[config.mk]
export PLATFORM = sky130hd
export DESIGN_NAME = keypad_memory_controller
export DESIGN_NICKNAME = d
export VERILOG_FILES = /design/src/rtl/keypad_memory_controller.sv
export SDC_FILE = /design/constraint.sdc
export NUM_CORES = 1
export LEC_CHECK = 0
export CAP_MARGIN = 20
export CELL_PAD_IN_SITES_DETAIL_PLACEMENT = 0
export CELL_PAD_IN_SITES_GLOBAL_PLACEMENT = 1
export CORE_ASPECT_RATIO = 1.2
export CORE_MARGIN = 10
export CORE_UTILIZATION = 44
export DETAILED_ROUTE_END_ITERATION = 6
export GPL_TIMING_DRIVEN = 0
export HOLD_SLACK_MARGIN = 0.15
export PLACE_DENSITY = 0.84
export SLEW_MARGIN = 20
export SYNTH_ARGS = -nofsm -noshare
export SYNTH_HDL_FRONTEND = slang
export SYNTH_SLANG_ARGS = --single-unit
export TNS_END_PERCENT = 100
[constraint.sdc]
create_clock -name clock -period 1.54 [get_ports clock]
set_input_delay 0.231 -clock clock [delete_from_list [all_inputs] [get_ports clock]]
set_output_delay 0.231 -clock clock [all_outputs]
set_load 0.05 [all_outputs]
[src/rtl/keypad_memory_controller.sv]
// Keypad-written 16x4 register memory with a two-digit seven-segment display of read data and address.
// Write lands 3 cycles after dav is first sampled high; no backpressure, and a new dav edge outside IDLE is ignored.
module keypad_memory_controller #(
    parameter logic RW_WRITE_LEVEL = 1'b0,
    parameter int   SEG_ACTIVE_LOW = 1
) (
    input  logic       clock,
    input  logic       reset,
    input  logic       dav,
    input  logic [3:0] KeypadData,
    input  logic [3:0] AddressIn,
    input  logic       RWin,
    input  logic       clock500Hz,
    output logic [3:0] DataOut,
    output logic [6:0] seg,
    output logic [1:0] digitSel,
    output logic       wrDone
);

    typedef enum logic [1:0] {IDLE, WRITE, ACK, WAIT_LOW} state_t;

    localparam logic [6:0] SEG_RESET  = (SEG_ACTIVE_LOW != 0) ? 7'h40 : ~7'h40;
    localparam logic [1:0] DSEL_DATA  = (SEG_ACTIVE_LOW != 0) ? 2'b10 : 2'b01;
    localparam logic [1:0] DSEL_ADDR  = ~DSEL_DATA;

    state_t     state;
    state_t     next_state;
    logic [3:0] mem [16];
    logic       s1, s2, s3;
    logic       r1, r2, r3;
    logic       dav_edge;
    logic       ref_edge;
    logic       toggle;
    logic [3:0] lat_addr;
    logic [3:0] lat_data;
    logic       latch_en;
    logic       mem_we;
    logic [3:0] disp_val;

    function automatic logic [6:0] hex7(input logic [3:0] v);
        logic [6:0] p;
        case (v)
            4'h0: p = 7'h40;
            4'h1: p = 7'h79;
            4'h2: p = 7'h24;
            4'h3: p = 7'h30;
            4'h4: p = 7'h19;
            4'h5: p = 7'h12;
            4'h6: p = 7'h02;
            4'h7: p = 7'h78;
            4'h8: p = 7'h00;
            4'h9: p = 7'h10;
            4'hA: p = 7'h08;
            4'hB: p = 7'h03;
            4'hC: p = 7'h46;
            4'hD: p = 7'h21;
            4'hE: p = 7'h06;
            default: p = 7'h0E;
        endcase
        return (SEG_ACTIVE_LOW != 0) ? p : ~p;
    endfunction

    // dav and the refresh strobe are both asynchronous: two sync flops plus one delay flop each
    always_ff @(posedge clock) begin
        if (reset) begin
            {s1, s2, s3} <= 3'b000;
            {r1, r2, r3} <= 3'b000;
        end else begin
            s1 <= dav;
            s2 <= s1;
            s3 <= s2;
            r1 <= clock500Hz;
            r2 <= r1;
            r3 <= r2;
        end
    end

    assign dav_edge = s2 & ~s3;
    assign ref_edge = r2 & ~r3;

    always_ff @(posedge clock) begin
        if (reset) begin
            state <= IDLE;
        end else begin
            state <= next_state;
        end
    end

    always_comb begin
        next_state = state;
        case (state)
            IDLE:     if (dav_edge) next_state = (RWin == RW_WRITE_LEVEL) ? WRITE : WAIT_LOW;
            WRITE:    next_state = ACK;
            ACK:      next_state = WAIT_LOW;
            WAIT_LOW: if (!s2) next_state = IDLE;
            default:  next_state = IDLE;
        endcase
    end

    always_comb begin
        latch_en = (state == IDLE) && dav_edge && (RWin == RW_WRITE_LEVEL);
        mem_we   = (state == WRITE);
        wrDone   = (state == ACK);
    end

    always_ff @(posedge clock) begin
        if (reset) begin
            lat_addr <= '0;
            lat_data <= '0;
        end else if (latch_en) begin
            lat_addr <= AddressIn;
            lat_data <= KeypadData;
        end
    end

    // DataOut samples memory before this edge's write, so a fresh write shows one cycle later
    always_ff @(posedge clock) begin
        if (reset) begin
            for (int i = 0; i < 16; i++) begin
                mem[i] <= '0;
            end
            DataOut <= '0;
        end else begin
            DataOut <= mem[AddressIn];
            if (mem_we) begin
                mem[lat_addr] <= lat_data;
            end
        end
    end

    assign disp_val = toggle ? AddressIn : DataOut;

    always_ff @(posedge clock) begin
        if (reset) begin
            toggle   <= 1'b0;
            seg      <= SEG_RESET;
            digitSel <= DSEL_DATA;
        end else begin
            toggle   <= toggle ^ ref_edge;
            seg      <= hex7(disp_val);
            digitSel <= toggle ? DSEL_ADDR : DSEL_DATA;
        end
    end

endmodule

; ---- Word-level counts from Yosys, hierarchy flattened
; Memories as Yosys holds them, arrays and structs flattened. A register that Yosys moved wholly into a read port is not among the register bits.
; Index checks and enable logic that the tools add are counted.
; Widths: inputs -> output; s select.
[classes]
n_addsub = 0
n_mul = 0
div = 0
n_lt_le_gt_ge = 0
eq_ne = 5
n_shift = 0
n_mux = 14
n_bitwise = 6
n_reduce_logical = 5
[op_table]
columns = cell, n
row1 = $mux 4, 3
row2 = $mux 2, 4
row3 = $pmux 2 s4, 1
row4 = $mux 1, 6
row5 = $eq 2x2->1 const B, 2
row6 = $ne 2x2->1 const B, 2
row7 = $reduce_or 4->1, 1
row8 = $not 1->1, 3
row9 = $and 1x1->1, 2
row10 = $eq 2x1->1 const B, 1
row11 = $logic_and 1x1->1, 2
row12 = $logic_not 2->1, 1
row13 = $reduce_and 2->1, 1
row14 = $xor 1x1->1, 1
[totals]
ff_bits = 19
latchBits = 0
ram_bits = 64
rom_bits = 112
input_bits = 13
out_inout_bits = 14
wordCells = 43
mem_count = 2
[mem_list]
columns = name, words, word_bits, rd, rd_clocked_by_memory_dff, wr, line_no
row1 = (no name shown), 16, 7, 1, 1, 0, 42  ; case (v)
row2 = mem, 16, 4, 1, 1, 16, 28  ; logic [3:0] mem [16];

; ---- Longest topological paths before layout
[depth]
depth_word = 6
ltp_mapped = 8
mapped_depth_nobuf = 6

; ---- Worst setup path after synthesis
; Ideal clock, no wire load.
[synth_path]
kind = reg2reg
from = reg DataOut[1] (read register of mem)
to = reg seg[3]
setup_time_ps = 131
arrival_ps = 1552
t_required_ps = 1409
slack_ps = -143
stages_incl_launch_ff = 7
n_path_buf = 0
period_less_slack_ps = 1683
cell_sequence = dfxtp_1 -> mux2_2 -> inv_1 -> ha_1 -> nor2_1 -> a211oi_1 -> nor3_1
[synth_via]
elab_chain_cells = 1
[synth_rtl]
columns = element, line_no
row1 = start: declaration, 14  ; output logic [3:0] DataOut,
row2 = $mux 4, 131  ; assign disp_val = toggle ? AddressIn : DataOut;
row3 = end: declaration, 15  ; output logic [6:0] seg,
; No other way between the ends.
; A chain may end at the register's enable or synchronous reset.

==> reports/summary.md <==
* 0 — number of hold buffers added after cts
* 10100 um — total routed wirelength
* 0 — number of antenna violations at the first check in global routing
* 4420 um2 — cell area after technology mapping
* 5.30 — detailed-route vias per instance
* setup timing — violations in the final reports
* sky130_fd_sc_hd__clkbuf_16 — CTS root buf
* 4.51 mW — Internal Dissipation
* digitSel[1] — end of the worst hold path
* yes — TritonCTS clock tree
* state[1] — crit path launch
* 15500 um — first-pass GRT wire length
* true — RSZ-0062 raised after global routing
* 30.1% — ratio of cells with drive above 1 in the final layout
* 0.32 ns — stage delay of the slowest cell on the critical path
* mem[6][1] — R2R Path End
* 2.16 nW — leakage power
* 447 — Final nets
* 2 — hold path depth
* 0 — warnings from Yosys
* 1.72 ns — arrival time of data at the critical path endpoint
* 1.60 ns — required time of the critical path
* 4 — Pre-antenna DRT Iters
* 4 — critical path fanouts, max
* -2.59 ns — setup tns final
* complete, but fails checks — run status
* 0 — final-report hold violation count
* -0.11 ns — setup slack on the worst flop-to-flop path
* 0.556 ns — transition time at the pin with the least slew margin
* 32.6% — fraction of power consumed by the clock network
* 112 um — horizontal die dimension
* 40 — row count
* 107% — fraction of the cycle the final worst path needs
* reset — Hold Crit Start
* reg -> reg — Setup CP Type
* 0.605 GHz — max frequency
* 18.2 um — WL per Instance
* 47.4% — proportion of power drawn by flip-flops and latches
* 26.8% — area overhead of the layout relative to synthesis
* inv_2, ha_4, nor3b_4, nand2_4, buf_6, nor2_4, or2_4 — cells along the critical path
* 12.2 um2 — Post-Syn Area per Cell
* 5610 um2 — post-route cell area
* 9910 um2 — Placeable Area
* 41 — number of distinct library cells after synthesis
* 134 — detailed router's first-iteration violation count
* 0 — final-report max-slew violation count
* 0 — maxcap violations
* 7000 um — post-DP HPWL
* -0.680 ns — setup slack at placement
* 14.0% — all-layer global routing usage
* register — sort of element at the end of the critical path
* 386 — Net Count, Synth
* 0.06 ns — Clock Pin Slew Worst Setup and Hold Paths
* 2998 — number of global-route vias before repair
* 1.65 ns — Period minus WS final
* 2 — Max Root-Sink Buffers
* 55 — final number of setup-violating endpoints
* 94 — clock sink count
* 511 — number of instances in the placed design
* in -> reg — HP Class
* 0.35 ns — Clock Latency Late Sink
* 0.816 — final weighted congestion in routability-driven placement
* 23 — quantity of I/O buffers inserted on ports
* 94 — post-synthesis register bit count
* register — startpoint class of the critical path
* 0.00718 ns — worst clock skew
* 2937 — via count
* 130 um — Die Height
* 44.6% — initial core utilization
* 15 — pin count of the biggest net entering global routing
* 62.9% — relative slew slack
* 27 — number of top-level design ports
* 0 — antenna cell count
* 4840 um2 — instance area after placement
* 362 — number of standard cells after synthesis
* 7 — worst reg-to-reg path cell count
* sky130_fd_sc_hd__dfxtp_2 — Worst path slowest cell
* 554 — number of standard cells in the layout, taps in and fillers out
* 0.318 ns — worst hold slack
* -0.113 ns — smallest setup slack after layout
* 14500 um2 — Die Footprint
* 0 — DR DRC count
* 3 — CTS H-tree depth
* 0 — remaining antenna violation count after routing
* 57.0% — sequential-to-total area share from yosys stat
* 1100 nW/um2 — P per Cell Area
* 26.9% — net switching share of the total power
* 9 — TritonCTS buffer count
* state[1] — Reg-to-Reg Start
* 0.491 mV — Peak supply drop
* 20.0% — Comb power frac
* 1.66 mW — Sw Pwr
* 0 — GRT overflow
[power groups by stage]
stage               Sequential, mW  Clock, mW  Combinational [mW]
detailed placement            2.96          0               0.947
global route                  2.94       2.12                1.33
finish                        2.93       2.01                1.24
global placement              2.95          0               0.929
CTS                           2.93       2.02                1.08
floorplan                     3.05          0               0.580
[per-stage QoR]
step                power (mW)  util (%)
detailed placement        3.91      48.8
global route              6.40      56.6
finish                    6.17      56.6
CTS                       6.02      54.1
floorplan                 3.63         -
global placement          3.88      48.8
[sequential cells by signal (all words and copies together) (netlist names), 2 cells and up]
signal / cells
mem: 64
seg: 7
DataOut: 4
lat_addr: 4
lat_data: 4
digitSel: 2
state: 2
[critical path: cells and delay by family (launching register included)]
family	cells	cell delay, ns
adders and majority gates	1	0.14
and+or+nand+nor	4	0.68
buffers and inverters	2	0.22
DFF	1	0.32
[routing by layer]
layer  wire, um  share of wire, %  up-vias  track usage, %
li1           -                 -     1408               -
met4        404               4.0        0            8.86
met2       5340                53       85            25.5
met3        478               4.7       30            3.63
met1       3860                38     1414            13.9
met5          0                 0        -               0
[repair_timing]
action,in CTS,in global routing
pin swaps,10,19
buffers inserted,15,13
gates resized for setup,68,48
endpoints found under the setup margin,121,92
[cell families (layout without fill, tap and decap cells)]
logic type,Yosys count,count (layout),share of synthesized area [%]
simple gates,163,163,20.5
flops,94,94,57.0
fa+ha+maj,11,11,3.11
mux,40,40,11.6
compound gates,29,29,4.53
buf+inv,24,90,3.05
xor+xnor,1,1,0.198
[worst max path at each step]
stage | to | slack (ns) | cells past startpoint
3_3_place_gp | seg[3] | -0.71 | 8
4_1_cts | mem[6][1] | -0.10 | 7
5_1_grt | mem[6][0] | -0.17 | 7
2_1_floorplan | mem[2][0] | -0.01 | 6
3_5_place_dp | seg[3] | -0.68 | 8
6_report | mem[6][1] | -0.11 | 7
[layout by cell type (no fill, tap or decap), drive strengths merged, types with 2 or more instances in the layout]
| cell type | instances |
|---|---|
| nor2b | 12 |
| a21oi | 5 |
| nor3b | 2 |
| nor3 | 6 |
| edfxtp | 64 |
| inv | 5 |
| ha | 11 |
| o22ai | 2 |
| mux2i | 30 |
| buf | 39 |
| o211ai | 2 |
| a2111oi | 2 |
| or2 | 16 |
| nand3 | 6 |
| nor2 | 35 |
| dlygate4sd2 | 12 |
| nand2 | 11 |
| clkbuf | 24 |
| mux4 | 7 |
| and2 | 65 |
| clkdlybuf4s50 | 8 |
| dfxtp | 30 |
| a211oi | 4 |
| o21ai | 5 |
| a22oi | 5 |
| mux2 | 3 |
| nand2b | 6 |
| clkinv | 2 |
[Yosys cell counts]
cell,instances,share of area (%)
sky130_fd_sc_hd__nor2b_1,12,1.7
sky130_fd_sc_hd__a21oi_1,5,0.57
sky130_fd_sc_hd__nand4bb_1,1,0.25
sky130_fd_sc_hd__buf_4,2,0.34
sky130_fd_sc_hd__o22ai_1,2,0.28
sky130_fd_sc_hd__nor3b_1,1,0.17
sky130_fd_sc_hd__dfxtp_1,30,14
sky130_fd_sc_hd__mux4_1,6,3.6
sky130_fd_sc_hd__nand4_1,1,0.14
sky130_fd_sc_hd__mux2i_1,30,6.8
sky130_fd_sc_hd__nor3_1,6,0.68
sky130_fd_sc_hd__o211ai_2,1,0.28
sky130_fd_sc_hd__nand2b_1,6,0.85
sky130_fd_sc_hd__a211oi_1,4,0.68
sky130_fd_sc_hd__a31oi_1,1,0.14
sky130_fd_sc_hd__nor3b_2,1,0.28
sky130_fd_sc_hd__ha_1,11,3.1
sky130_fd_sc_hd__nand2_1,11,0.93
sky130_fd_sc_hd__clkbuf_1,8,0.68
sky130_fd_sc_hd__o21ai_0,5,0.57
sky130_fd_sc_hd__a31o_2,1,0.20
sky130_fd_sc_hd__edfxtp_1,64,43
sky130_fd_sc_hd__nand3b_1,1,0.17
sky130_fd_sc_hd__buf_1,1,0.085
sky130_fd_sc_hd__nand4b_1,1,0.20
sky130_fd_sc_hd__buf_6,2,0.51
sky130_fd_sc_hd__buf_12,1,0.45
sky130_fd_sc_hd__o211ai_1,1,0.17
sky130_fd_sc_hd__and2_1,65,9.2
sky130_fd_sc_hd__a2111oi_0,2,0.40
sky130_fd_sc_hd__nor2_1,35,3.0
sky130_fd_sc_hd__xnor2_1,1,0.20
sky130_fd_sc_hd__inv_1,5,0.42
sky130_fd_sc_hd__a32oi_1,1,0.20
sky130_fd_sc_hd__a22oi_1,5,0.85
sky130_fd_sc_hd__buf_2,5,0.57
sky130_fd_sc_hd__mux2_2,3,0.76
sky130_fd_sc_hd__o2111ai_1,1,0.20
sky130_fd_sc_hd__mux4_2,1,0.51
sky130_fd_sc_hd__or2_2,16,2.3
sky130_fd_sc_hd__nand3_1,6,0.68
[final cells by class]
cell class                 instances  area, um2
multi-input combinational        244       2070
fill                             798       4300
timing repair buffer              51        443
clock buffer                      14        254
inverter                           5       23.8
tap                              126        158
buffer                            18        123
sequential                        94       2530
clock inverter                     2       8.76
Power figures use the tool's default switching activity.
